### src/rtl/sram_access_arbiter_pkg.sv
// Shared definitions for the SRAM access arbiter: default widths, FSM encodings and port ids.
package sram_access_arbiter_pkg;

    localparam int unsigned ADDR_W_DEF = 18;
    localparam int unsigned DATA_W_DEF = 16;
    localparam int unsigned CNT_W      = 4;

    localparam logic [1:0] ST_IDLE   = 2'd0;
    localparam logic [1:0] ST_SETUP  = 2'd1;
    localparam logic [1:0] ST_ACCESS = 2'd2;
    localparam logic [1:0] ST_TURN   = 2'd3;

    typedef enum logic {
        PortA = 1'b0,
        PortB = 1'b1
    } port_e;

    function automatic port_e other_port(input port_e p);
        return (p == PortA) ? PortB : PortA;
    endfunction

endpackage

### src/rtl/sram_access_arbiter_rr_arbiter2.sv
// Two-way round-robin arbiter: picks one requester and hands priority to the loser.
module rr_arbiter2
    import sram_access_arbiter_pkg::*;
(
    input  logic  req_a_i,
    input  logic  req_b_i,
    input  port_e ptr_i,
    output logic  gnt_a_o,
    output logic  gnt_b_o,
    output port_e ptr_o
);

    always_comb begin
        gnt_a_o = req_a_i && (!req_b_i || (ptr_i == PortA));
        gnt_b_o = req_b_i && !gnt_a_o;
        ptr_o   = ptr_i;
        if (gnt_a_o) begin
            ptr_o = other_port(PortA);
        end else if (gnt_b_o) begin
            ptr_o = other_port(PortB);
        end
    end

endmodule

### src/rtl/sram_access_arbiter.sv
// Sequences single-word async SRAM accesses for two requesters (record A, playback B).
// Every output is a register; the FSM computes next output values alongside the next state.
module sram_access_arbiter
    import sram_access_arbiter_pkg::*;
#(
    parameter int unsigned ADDR_W      = ADDR_W_DEF,
    parameter int unsigned DATA_W      = DATA_W_DEF,
    parameter int unsigned WAIT_CYCLES = 2
) (
    input  logic              clk_i,
    input  logic              rst_ni,
    input  logic              a_req_i,
    input  logic              a_we_i,
    input  logic [ADDR_W-1:0] a_addr_i,
    input  logic [DATA_W-1:0] a_wdata_i,
    output logic              a_gnt_o,
    output logic              a_rvalid_o,
    input  logic              b_req_i,
    input  logic              b_we_i,
    input  logic [ADDR_W-1:0] b_addr_i,
    input  logic [DATA_W-1:0] b_wdata_i,
    output logic              b_gnt_o,
    output logic              b_rvalid_o,
    output logic [DATA_W-1:0] rdata_o,
    output logic [ADDR_W-1:0] mem_addr_o,
    output logic              mem_ce_n_o,
    output logic              mem_oe_n_o,
    output logic              mem_we_n_o,
    output logic              rw_o,
    output logic [DATA_W-1:0] dw_o,
    input  logic [DATA_W-1:0] dr_i
);

    logic [1:0]       state_q, state_d;
    logic [CNT_W-1:0] cnt_q, cnt_d;
    port_e            owner_q, owner_d, ptr_q, ptr_d, ptr_nxt;
    logic             we_q, we_d;
    logic [ADDR_W-1:0] addr_q, addr_d;
    logic [DATA_W-1:0] dw_q, dw_d, rdata_q, rdata_d;
    logic             ce_n_q, ce_n_d, oe_n_q, oe_n_d, we_n_q, we_n_d, rw_q, rw_d;
    logic             a_gnt_q, a_gnt_d, b_gnt_q, b_gnt_d;
    logic             a_rv_q, a_rv_d, b_rv_q, b_rv_d;
    logic             win_a, win_b, sel_we;

    rr_arbiter2 u_rr (
        .req_a_i (a_req_i),
        .req_b_i (b_req_i),
        .ptr_i   (ptr_q),
        .gnt_a_o (win_a),
        .gnt_b_o (win_b),
        .ptr_o   (ptr_nxt)
    );

    assign sel_we = win_a ? a_we_i : b_we_i;

    always_comb begin
        state_d = state_q;
        cnt_d   = cnt_q;
        owner_d = owner_q;
        ptr_d   = ptr_q;
        we_d    = we_q;
        addr_d  = addr_q;
        dw_d    = dw_q;
        rdata_d = rdata_q;
        ce_n_d  = ce_n_q;
        oe_n_d  = oe_n_q;
        we_n_d  = we_n_q;
        rw_d    = rw_q;
        a_gnt_d = 1'b0;
        b_gnt_d = 1'b0;
        a_rv_d  = 1'b0;
        b_rv_d  = 1'b0;
        unique case (state_q)
            ST_IDLE: begin
                if (win_a || win_b) begin
                    state_d = ST_SETUP;
                    owner_d = win_a ? PortA : PortB;
                    ptr_d   = ptr_nxt;
                    we_d    = sel_we;
                    addr_d  = win_a ? a_addr_i : b_addr_i;
                    if (sel_we) begin
                        dw_d = win_a ? a_wdata_i : b_wdata_i;
                    end
                    ce_n_d  = 1'b0;
                    rw_d    = sel_we;
                    oe_n_d  = sel_we;
                    a_gnt_d = win_a;
                    b_gnt_d = win_b;
                end
            end
            ST_SETUP: begin
                state_d = ST_ACCESS;
                cnt_d   = CNT_W'(WAIT_CYCLES - 1);
                we_n_d  = !we_q;
            end
            ST_ACCESS: begin
                if (cnt_q == '0) begin
                    // Release all strobes together so the separator can turn the bus around.
                    state_d = ST_TURN;
                    ce_n_d  = 1'b1;
                    oe_n_d  = 1'b1;
                    we_n_d  = 1'b1;
                    rw_d    = 1'b0;
                    if (!we_q) begin
                        rdata_d = dr_i;
                        a_rv_d  = (owner_q == PortA);
                        b_rv_d  = (owner_q == PortB);
                    end
                end else begin
                    cnt_d = cnt_q - 1'b1;
                end
            end
            ST_TURN: state_d = ST_IDLE;
            default: state_d = ST_IDLE;
        endcase
    end

    always_ff @(posedge clk_i or negedge rst_ni) begin
        if (!rst_ni) begin
            state_q <= ST_IDLE;
            cnt_q   <= '0;
            owner_q <= PortA;
            ptr_q   <= PortA;
            we_q    <= 1'b0;
            addr_q  <= '0;
            dw_q    <= '0;
            rdata_q <= '0;
            ce_n_q  <= 1'b1;
            oe_n_q  <= 1'b1;
            we_n_q  <= 1'b1;
            rw_q    <= 1'b0;
            a_gnt_q <= 1'b0;
            b_gnt_q <= 1'b0;
            a_rv_q  <= 1'b0;
            b_rv_q  <= 1'b0;
        end else begin
            state_q <= state_d;
            cnt_q   <= cnt_d;
            owner_q <= owner_d;
            ptr_q   <= ptr_d;
            we_q    <= we_d;
            addr_q  <= addr_d;
            dw_q    <= dw_d;
            rdata_q <= rdata_d;
            ce_n_q  <= ce_n_d;
            oe_n_q  <= oe_n_d;
            we_n_q  <= we_n_d;
            rw_q    <= rw_d;
            a_gnt_q <= a_gnt_d;
            b_gnt_q <= b_gnt_d;
            a_rv_q  <= a_rv_d;
            b_rv_q  <= b_rv_d;
        end
    end

    assign a_gnt_o    = a_gnt_q;
    assign b_gnt_o    = b_gnt_q;
    assign a_rvalid_o = a_rv_q;
    assign b_rvalid_o = b_rv_q;
    assign rdata_o    = rdata_q;
    assign mem_addr_o = addr_q;
    assign mem_ce_n_o = ce_n_q;
    assign mem_oe_n_o = oe_n_q;
    assign mem_we_n_o = we_n_q;
    assign rw_o       = rw_q;
    assign dw_o       = dw_q;

endmodule

### config.mk
export PLATFORM = sky130hd
export DESIGN_NAME = sram_access_arbiter
export DESIGN_NICKNAME = d
export VERILOG_FILES = /design/src/rtl/sram_access_arbiter_pkg.sv /design/src/rtl/sram_access_arbiter_rr_arbiter2.sv /design/src/rtl/sram_access_arbiter.sv
export SDC_FILE = /design/constraint.sdc
export NUM_CORES = 1
export LEC_CHECK = 0
export BUFFER_PORTS_ARGS = -buffer_cell sky130_fd_sc_hd__clkbuf_2
export CAP_MARGIN = 20
export CORE_MARGIN = 8
export CORE_UTILIZATION = 40
export DETAILED_ROUTE_END_ITERATION = 12
export PLACE_DENSITY = 0.78
export SLEW_MARGIN = 10
export SYNTH_ARGS = -nofsm -noshare
export SYNTH_HDL_FRONTEND = slang
export SYNTH_SLANG_ARGS = --single-unit
export TNS_END_PERCENT = 100
### constraint.sdc
create_clock -name clk_i -period 5.53 [get_ports clk_i]
set_input_delay 1.106 -clock clk_i [delete_from_list [all_inputs] [get_ports clk_i]]
set_output_delay 1.106 -clock clk_i [all_outputs]
set_load 0.005 [all_outputs]
# After elaboration in Yosys (flattened, before gate mapping)
# Index checks and enable logic that the tools add are counted.
[totals]
register_bits = 67
inputBits = 90
out_inout_bits = 58
wordCells = 75
[op_classes]
addsub = 1
eq_ne = 6
mux = 29
bitwise = 3
n_reduce_logical = 20
[op_table]
columns = ["cell", "count"]
rows = [
  ["1-bit two-way mux", 18],
  ["18-bit two-way mux", 1],
  ["16-bit two-way mux", 1],
  ["3-bit AND reduction", 4],
  ["1-bit case mux with 2 select lines", 4],
  ["2-bit case mux with 4 select lines", 1],
  ["4-bit case mux with 2 select lines", 1],
  ["2-bit AND reduction", 4],
  ["2-bit != test, second input constant", 3],
  ["2-bit nonzero test", 3],
  ["2-bit == test, second input constant", 2],
  ["4-bit zero test", 1],
  ["2-bit two-way mux", 2],
  ["4-bit two-way mux", 1],
  ["4-bit by 1-bit subtractor with 4-bit output, second input constant", 1],
  ["1-bit zero test", 3],
  ["1-bit NOT", 3],
  ["2-bit by 1-bit == test with 1-bit output, second input constant", 1],
  ["1-bit logical AND", 2],
  ["2-bit zero test", 1],
  ["1-bit logical OR", 2],
]

# Logic depth before layout (Yosys ltp)
[logic_depth]
depth_word = 8
depth_mapped = 7
depth_no_buf = 6

# Hierarchy
# From an unflattened synthesis, not the netlist that was laid out.
[hier_totals]
hier_cells = 250
hier_area_um2 = 3130.5
[modules_own_cells]
columns = ["module", "n_inst", "cells_per_inst", "area_each_um2"]
rows = [
  ["sram_access_arbiter", 1, 245, 3101.7],
  ["rr_arbiter2", 1, 5, 28.8],
]

# Worst setup path after synthesis
# No wires, ideal clock.
[synth_path]
path_kind = "input -> register"
startpoint = "input port a_req_i"
endpoint = "register dw_q[10], in the netlist dw_o[10]"
setup_ps = 125
arrival_time_ps = 2314
t_required_ps = 5405
slack_ps = 3091
path_stages = 6
path_buffers = 2
cell_sequence = "a21boi_2 > buf_4 > mux2_4 > nand3b_4 > buf_6 > mux2_4"
[synth_between]
elab_chain_cells = 5
elab_cells_between_ends = 7
classes_between = "2 x mux; 5 x reduce/logical"
[synth_rtl]
columns = ["item", "line_no", "source"]
rows = [
  ["from (decl)", "sram_access_arbiter.sv:12", "input logic a_req_i,"],
  ["1-bit logical AND (*)", "sram_access_arbiter_rr_arbiter2.sv:14", "gnt_a_o = req_a_i && (!req_b_i || (ptr_i == PortA));"],
  ["1-bit zero test", "sram_access_arbiter_rr_arbiter2.sv:15", "gnt_b_o = req_b_i && !gnt_a_o;"],
  ["1-bit logical AND", "sram_access_arbiter_rr_arbiter2.sv:15", ""],
  ["1-bit logical OR", "sram_access_arbiter.sv:75", "if (win_a || win_b) begin"],
  ["3-bit AND reduction (no source line)", "-", ""],
  ["to (signal assigned)", "sram_access_arbiter.sv:143", "dw_q <= dw_d;"],
  ["to (decl)", "sram_access_arbiter.sv:39", "logic [DATA_W-1:0] dw_q, dw_d, rdata_q, rdata_d;"],
]
# Mark *: on every way between the ends. The rest lies on a longest branch, timed or not.
# A chain may end at the register's enable or synchronous reset.

# Worst setup path after layout
[layout_path]
startpoint = "input port b_req_i"
endpoint = "register dw_q[14], in the netlist dw_o[14]"
[layout_between]
elab_chain_cells = 7
elab_cells_between_ends = 9
classes_between = "2 x mux; 7 x reduce/logical"
[layout_rtl]
columns = ["item", "line_no", "source"]
rows = [
  ["from (decl)", "sram_access_arbiter.sv:18", "input logic b_req_i,"],
  ["1-bit zero test", "sram_access_arbiter_rr_arbiter2.sv:14", ""],
  ["1-bit logical OR", "sram_access_arbiter_rr_arbiter2.sv:14", ""],
  ["1-bit logical AND", "sram_access_arbiter_rr_arbiter2.sv:14", ""],
  ["1-bit zero test", "sram_access_arbiter_rr_arbiter2.sv:15", ""],
  ["1-bit logical AND", "sram_access_arbiter_rr_arbiter2.sv:15", ""],
  ["1-bit logical OR", "sram_access_arbiter.sv:75", ""],
  ["3-bit AND reduction (no source line)", "-", ""],
]
# Several ways; a longest one is shown, not always the timed one.

==> impl_metrics.toml <==
[global_route]
grt_max_degree = 68
grt.met2_usage = 0.255
overflow = 0
grtUsageMet1 = 0.151
grt_usage = 0.144
grt_pass1_wl_um = 12900
antenna_found_initial = 0
met3_usage = 0.0533
grt-busiest-layer = "met2"
first_global_vias = 2744

[clocking]
clk_pin_slew_worst_paths_ps = 70
htree_levels = 3
post_cts_resized = 0
holdBufCountCts = 0
cts_tree = "done"
cts_buffer_depth = 2
cts_buffers = 9
cts_setup_buffers = 0
clock_latency_ps = 330
clk_root_buffer_cell = "clkbuf_8"
clock_sinks = 67

[synth]
syn_inst = 249
avgSynthCellArea_um2 = 12.4
syn-num-nets = 344
synth-edff-count = 0
ys_types = 33
async_flop_share = 1.00
ys.flop_type = "dfrtp_1"
yosysSeqAreaShare = 0.542
synth-seq-cells = 67
syn_area_um2 = 3100
yosys_warnings = 0

[routing]
via_per_inst = 4.73
via_count = 2391
dr.pass1.iters = 4
drc = 0
drt-total-wl_um = 7520
drt_iter0_drc = 85
wire_per_inst_um = 14.9
antenna_left = 0

[placement]
hpwl_um = 5890
placed_cell_area_um2 = 3940
place_ws_ps = 2800
globalplace.congestion = 0.717
io_buffers = 147

[die]
ios = 148
die_h_um = 104
fp.dieW_um = 104
coreArea_um2 = 7610
die_area_um2 = 10800
start_util = 0.407
rows = 32

[cells_and_area]
area_growth_pct = 33.8
fin_area_um2 = 4150
n_antenna_cell = 0
drive_gt1_frac = 0.563
final_nets = 493

[timing]
worst_pin_slew_ps = 831
drv_slew = 0
fin_ws_ps = 3160
slew_headroom = 0.446
fin_crit_ps = 2370
whs_ps = 430
rsz0062_at_grt = "no"
finalHoldViolations = 0
fmax_ghz = 0.423
layout_worst_path_cycle_share = 0.428
finalSetupViolCount = 0
fin_setup_tns_ps = 0
skew_ps = 8.63

[critical_path]
critical_path_required_ps = 5750
arrival_ps = 2580
rr_worst_depth = 5
cp_max_fo = 36
start_kind = "input port"
worstSetupPathType = "input port to flip-flop"
crit_path_end_kind = "flip-flop"

[power_and_ir_drop]
leakage_nw = 2.17
irDropWorstVdd_v = 0.000236
p_total_mw = 2.15
p_per_area_nw_per_um2 = 518

[flow_run]
cap_violations = 0

[run_status]
status = "finished clean"

[worst_hold_path]
hold_depth = 1
min_path_type = "flip-flop to flip-flop"
## layout make-up
cell class	count	area, um2
fillers	697	3460
flip-flops and latches	67	1680
multi-input cells	163	1340
repair buffers	150	766
clock buffers	10	138
well taps	102	128
clock inverters	6	71.3
inverters	7	26.3
## critical path, cell delays in order
cell and delay (ps):
clkbuf_2 160, a21boi_4 190, buf_4 450, mux2_2 390, mux2_4 270
## metrics by stage
step           cells  utilization
2_1_floorplan    249            -
3_3_place_gp     488        0.515
3_5_place_dp     489        0.517
4_1_cts          505        0.545
5_1_grt          505        0.545
6_report         505        0.545
## worst paths after layout
path | from | endpoint | slack [ps]
max | b_req_i | dw_o[14] | 3160
min | owner_q | a_rvalid_o | 430
max reg2reg | state_q[1] | dw_o[6] | 3230
min reg2reg | owner_q | a_rvalid_o | 430
max in group asynchronous | rst_ni | mem_addr_o[12] | 4030
min in group asynchronous | rst_ni | rdata_o[6] | 940
## synthesized netlist by cell type (2+ instances only)
cell type  count  area, um2
inv_1          7       26.3
dfrtp_1       64       1600
nor2_1         6       22.5
mux2_2        40        450
clkbuf_1       5       18.8
ha_1           5       62.6
mux2i_1       18        180
dfstp_2        3       78.8
a21o_1         2       15.0
buf_2          3       15.0
nor3_1         2       10.0
buf_4          3       22.5
or3b_2         3       26.3
nand2_1       29        109
nor2b_1        2       12.5
nor3b_1        4       30.0
a21oi_1        7       35.0
o21ai_0       22        110
mux2_4        10        150
## per-layer routing
metal / vias to the layer above / part of all wire
met3: 9 / 0.075
met2: 81 / 0.51
met4: 0 / 0.015
met1: 1138 / 0.39
li1: 1163 / -
met5: - / 0
## sequential cells by signal, summed over array words and instances (netlist names), 2 cells and up
register	flops
cnt_q	4
rdata_o	16
state_q	2
dw_o	16
mem_addr_o	18
## cells by family (layout without fill, tap and decap cells)
group                    Yosys count  after routing  share of synthesized area
AO/OA/AOI/OAI                     38             38                     0.0686
XOR/XNOR                           1              1                    0.00283
adder cells (fa/ha/maj)            5              5                     0.0202
buffers and inverters             19            173                     0.0303
flip-flops                        67             67                      0.542
multiplexers                      68             68                      0.252
AND/OR/NAND/NOR                   51             51                     0.0840
## power by group
group,total [mW],internal [mW],switching [mW]
sequential,0.862,0.733,0.129
clock,0.418,0.224,0.193
combinational,0.868,0.463,0.404
## cells in the final DEF (no fill, tap or decap), drive strengths merged, types with 2 or more instances in the layout
| master | n |
|---|---|
| ha | 5 |
| nor3 | 2 |
| inv | 9 |
| dfrtp | 64 |
| mux2i | 18 |
| a21o | 2 |
| buf | 4 |
| o21ai | 23 |
| mux2 | 50 |
| a21boi | 2 |
| nand2 | 29 |
| nor2b | 2 |
| nor3b | 4 |
| nand3b | 2 |
| clkinvlp | 2 |
| dfstp | 3 |
| clkbuf | 156 |
| a21oi | 7 |
| or3b | 3 |
| nor2 | 6 |
(Power assumes the default switching activity.)
